===== src/rtl/bp_be_wb_arbiter.sv =====
// bp_be_wb_arbiter: shares the regfile write port between commit writeback and
// buffered late writebacks, tracks registers awaiting a late write, and forces
// a one-cycle pipeline stall when the late head has lost the port too long.
// Optional feature macro: BP_BE_WB_ARB_BYPASS_EN (late input written directly
// when the buffer is empty and no commit write is present).
module bp_be_wb_arbiter #(
  parameter int unsigned dword_width_p    = 64,
  parameter int unsigned reg_addr_width_p = 5,
  parameter int unsigned late_fifo_els_p  = 2,
  parameter int unsigned starve_limit_p   = 4
) (
  input  logic                        clk_i,
  input  logic                        reset_i,
  input  logic                        early_v_i,
  input  logic [reg_addr_width_p-1:0] early_addr_i,
  input  logic [dword_width_p-1:0]    early_data_i,
  input  logic                        late_v_i,
  input  logic [reg_addr_width_p-1:0] late_addr_i,
  input  logic [dword_width_p-1:0]    late_data_i,
  output logic                        late_ready_o,
  input  logic                        reserve_v_i,
  input  logic [reg_addr_width_p-1:0] reserve_addr_i,
  input  logic [reg_addr_width_p-1:0] rs1_addr_i,
  input  logic [reg_addr_width_p-1:0] rs2_addr_i,
  output logic                        rs1_pending_o,
  output logic                        rs2_pending_o,
  output logic                        stall_o,
  output logic                        rd_w_v_o,
  output logic [reg_addr_width_p-1:0] rd_addr_o,
  output logic [dword_width_p-1:0]    rd_data_o
);

  localparam int unsigned ptr_w_lp = $clog2(late_fifo_els_p);
  localparam int unsigned cnt_w_lp = $clog2(starve_limit_p + 1);
  localparam int unsigned regs_lp  = 1 << reg_addr_width_p;

  typedef struct packed {
    logic [reg_addr_width_p-1:0] addr;
    logic [dword_width_p-1:0]    data;
  } wb_entry_s;

  wb_entry_s                   mem_q [late_fifo_els_p];
  logic [ptr_w_lp:0]           rptr_q, wptr_q;
  logic [cnt_w_lp-1:0]         cnt_q, cnt_d, cnt_inc;
  logic                        stall_q, stall_d;
  logic [regs_lp-1:0]          pend_q, pend_d;

  logic                        empty, full, bypass, enq, deq, late_wr;
  wb_entry_s                   head, late_sel, late_in;

  assign empty   = (rptr_q == wptr_q);
  assign full    = (rptr_q[ptr_w_lp] != wptr_q[ptr_w_lp])
                && (rptr_q[ptr_w_lp-1:0] == wptr_q[ptr_w_lp-1:0]);
  assign head    = mem_q[rptr_q[ptr_w_lp-1:0]];
  assign late_in = '{addr: late_addr_i, data: late_data_i};
  assign stall_o = stall_q;

  assign rs1_pending_o = pend_q[rs1_addr_i];
  assign rs2_pending_o = pend_q[rs2_addr_i];

  // Port selection, buffer handshake, starvation and scoreboard next state
  always_comb begin
    late_ready_o = ~full & ~reset_i;
`ifdef BP_BE_WB_ARB_BYPASS_EN
    bypass       = ~reset_i & empty & ~early_v_i & late_v_i;
`else
    bypass       = 1'b0;
`endif
    enq          = late_v_i & late_ready_o & ~bypass;
    deq          = ~reset_i & ~empty & ~early_v_i;
    late_wr      = deq | bypass;
    late_sel     = bypass ? late_in : head;

    rd_addr_o    = early_v_i ? early_addr_i : late_sel.addr;
    rd_data_o    = early_v_i ? early_data_i : late_sel.data;
    rd_w_v_o     = ~reset_i & ((early_v_i | late_wr) & (rd_addr_o != '0));

    stall_d      = 1'b0;
    cnt_d        = '0;
    cnt_inc      = cnt_q + cnt_w_lp'(1);
    if (~empty & ~deq) begin
      if (cnt_inc == cnt_w_lp'(starve_limit_p)) stall_d = 1'b1;
      else                                      cnt_d   = cnt_inc;
    end

    // A reserve landing on the same register as the late write wins
    pend_d = pend_q;
    if (late_wr) pend_d[late_sel.addr] = 1'b0;
    if (reserve_v_i && (reserve_addr_i != '0)) pend_d[reserve_addr_i] = 1'b1;
  end

  // Control state: pointers, starvation counter, stall, scoreboard
  always_ff @(posedge clk_i) begin
    if (reset_i) begin
      rptr_q  <= '0;
      wptr_q  <= '0;
      cnt_q   <= '0;
      stall_q <= 1'b0;
      pend_q  <= '0;
    end else begin
      if (deq) rptr_q <= rptr_q + (ptr_w_lp + 1)'(1);
      if (enq) wptr_q <= wptr_q + (ptr_w_lp + 1)'(1);
      cnt_q   <= cnt_d;
      stall_q <= stall_d;
      pend_q  <= pend_d;
    end
  end

  // Late-writeback payload storage
  always_ff @(posedge clk_i) begin
    if (enq) mem_q[wptr_q[ptr_w_lp-1:0]] <= late_in;
  end

endmodule


===== config.mk =====
export PLATFORM = sky130hd
export DESIGN_NAME = bp_be_wb_arbiter
export DESIGN_NICKNAME = d
export VERILOG_FILES = /design/src/rtl/bp_be_wb_arbiter.sv
export SDC_FILE = /design/constraint.sdc
export NUM_CORES = 1
export LEC_CHECK = 0
export ABC_CLOCK_PERIOD_IN_PS = 13200
export BUFFER_PORTS_ARGS = -buffer_cell sky130_fd_sc_hd__buf_4
export CAP_MARGIN = 20
export CELL_PAD_IN_SITES_DETAIL_PLACEMENT = 1
export CELL_PAD_IN_SITES_GLOBAL_PLACEMENT = 2
export CORE_AREA = 3 3 151 153
export CTS_BUF_LIST = sky130_fd_sc_hd__clkbuf_4
export CTS_CLUSTER_DIAMETER = 60
export DETAILED_ROUTE_END_ITERATION = 7
export DIE_AREA = 0 0 154 156
export PLACE_DENSITY = 0.95
export SYNTH_ARGS = -nofsm -noshare
export SYNTH_HDL_FRONTEND = slang
export SYNTH_SLANG_ARGS = --single-unit

===== constraint.sdc =====
create_clock -name clk_i -period 13.2 [get_ports clk_i]
set_input_delay 1.32 -clock clk_i [delete_from_list [all_inputs] [get_ports clk_i]]
set_output_delay 1.32 -clock clk_i [all_outputs]
set_load 0.02 [all_outputs]

==> impl_metrics.csv <==
group,metric,value,unit
sta,finalSetupViolCount,0,
floorplan,io_pins,232,
floorplan,rows,54,
logic_synthesis,synth_ff_type,"edfxtp_1",
worst_setup_path,rrSetupSlack,10.43,ns
cells_and_area,layout.cells.most_common,"buf_4",
sta,final_hold_viol_count,0,
cells_and_area,final_cell_mix,"234 x buf_4, 138 x edfxtp_1, 116 x nand2_1, 96 x mux2i_1, 95 x o21ai_0",
hold_path,hp-class,"reg2reg",
routing,firstDrtPassIters,4,
worst_setup_path,critPathLaunchType,"input port",
sta,worstMarginPinSlew,1.02,ns
routing,vias,5966,
run,max-cap-violations,0,
sta,holdWs,0.489,ns
logic_synthesis,yosysSeqAreaShare,62.6,%
global_routing,track_usage,18.3,%
worst_setup_path,critPathMaxFanout,96,
placement,place_ws,8.98,ns
clock_network,root_buffer,"clkbuf_4",
cells_and_area,fin_nets,1051,
placement,io_buffers,231,
sta,period_share,32.0,%
cells_and_area,fillers,2386,
logic_synthesis,synthMuxAreaShare,12.3,%
global_routing,grt-ovfl-total,0,
logic_synthesis,synth_seq_cells,179,
global_routing,grt_pass1_vias,6148,
worst_setup_path,arrival,2.91,ns
worst_setup_path,end_kind,"output pin",
placement,dp_hpwl,16200,um
floorplan,dieArea,0.0240,mm^2
routing,routedWlPerCell,18.7,um
logic_synthesis,yosysTopAreaCellShare,52.2,%
logic_synthesis,synth_area_per_cell,11.8,um^2
logic_synthesis,synth_top_area_cell,"edfxtp_1",
clock_network,postCtsSetupBuffers,0,
floorplan,die_w,154,um
sta,fin_ws,8.97,ns
clock_network,numClockSinks,179,
floorplan,die_h,156,um
routing,vias_per_cell,5.03,
cells_and_area,multiInputGateArea,0.00280,mm^2
cells_and_area,drive_gt1_share,30.1,%
sta,rsz0062_at_grt,"false",
clock_network,clkLatencyLatePin,0.57,ns
power_and_ir_drop,p_total,1.11,mW
sta,slew_headroom,32.2,%
logic_synthesis,async_flop_share,0,%
clock_network,hold_buffers,0,
logic_synthesis,yosys.area_share.simple,9.69,%
clock_network,clk_pin_slew,0.15,ns
routing,ant_nets,0,
cells_and_area,syn_to_final_growth,28.4,%
placement,dp.cells,1152,
cells_and_area,regArea,0.00497,mm^2
status,status,"completed",
clock_network,htreeDepth,4,
clock_network,tritoncts,"done",
power_and_ir_drop,ir_drop,0.0000628,V
logic_synthesis,synth_xor_area_share,0.883,%
global_routing,antenna_found_initial,2,
worst_setup_path,required,11.88,ns
clock_network,cts_buffer_depth,2,
clock_network,cts_resized,0,
logic_synthesis,syn_inst,674,
sta,finClkSkew,0.0177,ns
logic_synthesis,synth_cell_types,39,
power_and_ir_drop,power.density,109,mW/mm^2
routing,wl,22200,um
global_routing,grt_start_max_net_pins,97,
logic_synthesis,synth-edff-count,138,
power_and_ir_drop,cellLeakagePower,3.77,nW
sta,fin_setup_tns,0,ns
sta,fmax,237,MHz
placement,finalWeightedCongestion,0.828,
logic_synthesis,synth-compound-area-share,12.0,%
sta,finalCriticalPeriod,4.23,ns
cells_and_area,final_cells,1186,
logic_synthesis,syn_area,0.00793,mm^2
logic_synthesis,synth_nets,834,
floorplan,fp.coreArea,0.0217,mm^2
worst_setup_path,worstSetupPathType,"in2out",
logic_synthesis,synth_fa_ha_area_share,0.316,%
routing,drc,0,
logic_synthesis,synth-warning-count,0,
logic_synthesis,synthTopCellsByArea,"edfxtp_1 52%, mux2i_1 12%, dfxtp_1 10%",
logic_synthesis,synth_top_family_by_area,"multiplexers",
routing,drt_iter0_markers,359,
floorplan,start_util,36.6,%
global_routing,grt_pass1_wl,34000,um
sta,slew_violations,0,
clock_network,cts_buffers,17,
-- per-layer routing --
metal / wire length, um / up-vias / global-route usage, %
met5: 0 / - / 0
met4: 442 / 0 / 6.31
met3: 840 / 25 / 3.41
met2: 11500 / 137 / 32.6
met1: 9430 / 2888 / 22.2
li1: - / 2916 / -
-- through the flow --
stage / area [um^2] / utilization (%)
3_5_place_dp: 9900 / 45.6
2_1_floorplan: 7930 / -
3_3_place_gp: 9900 / 45.6
6_report: 10200 / 46.9
4_1_cts: 10200 / 46.9
5_1_grt: 10200 / 46.9
-- cell type report --
type                            instances  share of cell area, %
Antenna cell                            2                 0.0492
Clock buffer                           18                   1.33
Clock inverter                         14                   1.39
Inverter                                7                  0.258
Multi-Input combinational cell        452                   27.5
Sequential cell                       179                   48.8
Tap cell                              280                   3.44
Timing Repair Buffer                  234                   17.3
-- report_power, final --
group | leakage [nW] | total (mW) | switching (mW) | internal [mW]
combinational | 2.03 | 0.183 | 0.101 | 0.0816
clock | 0.148 | 0.296 | 0.209 | 0.0864
sequential | 1.60 | 0.636 | 0.00906 | 0.627
total | 3.77 | 1.11 | 0.320 | 0.795
-- path summary, 6_finish.rpt --
path,start,end,cells after the start
min reg2reg,cnt_q[0],cnt_q[0],1
min,cnt_q[0],cnt_q[0],1
max,early_v_i,rd_data_o[34],5
max reg2reg,wptr_q[0],mem_q[0][58],5
-- critical path: stages --
cell,delay (ns)
buf_4,0.38
buf_4,0.68
nand2_1,0.15
o21ai_0,0.13
buf_4,0.18
-- cell usage after synthesis (4+ instances only) --
cell,n
nor2b_1,8
buf_2,11
buf_1,8
o21ai_0,95
xnor2_1,4
edfxtp_1,138
nand3_1,11
nor2_1,21
nand2b_1,7
clkbuf_1,14
inv_1,7
a22oi_1,8
nor3_1,4
a21oi_1,43
mux2i_1,96
nand2_1,116
xor2_1,4
dfxtp_1,41
-- registers in the layout (all words and copies together) (netlist names), named ones only --
name     cells
mem_q      138
rptr_q       2
wptr_q       2
cnt_q        3
stall_o      1
pend_q      32
-- logic make-up after synthesis --
kind of cell	count (synthesis)
AOI/OAI and AO/OA	167
xor gates and xnor gates	8
adders and majority gates	2
buffers and inverters	43
DFF	179
muxes	97
and+or+nand+nor	178
Note: power is estimated with default switching activity, not from simulation.
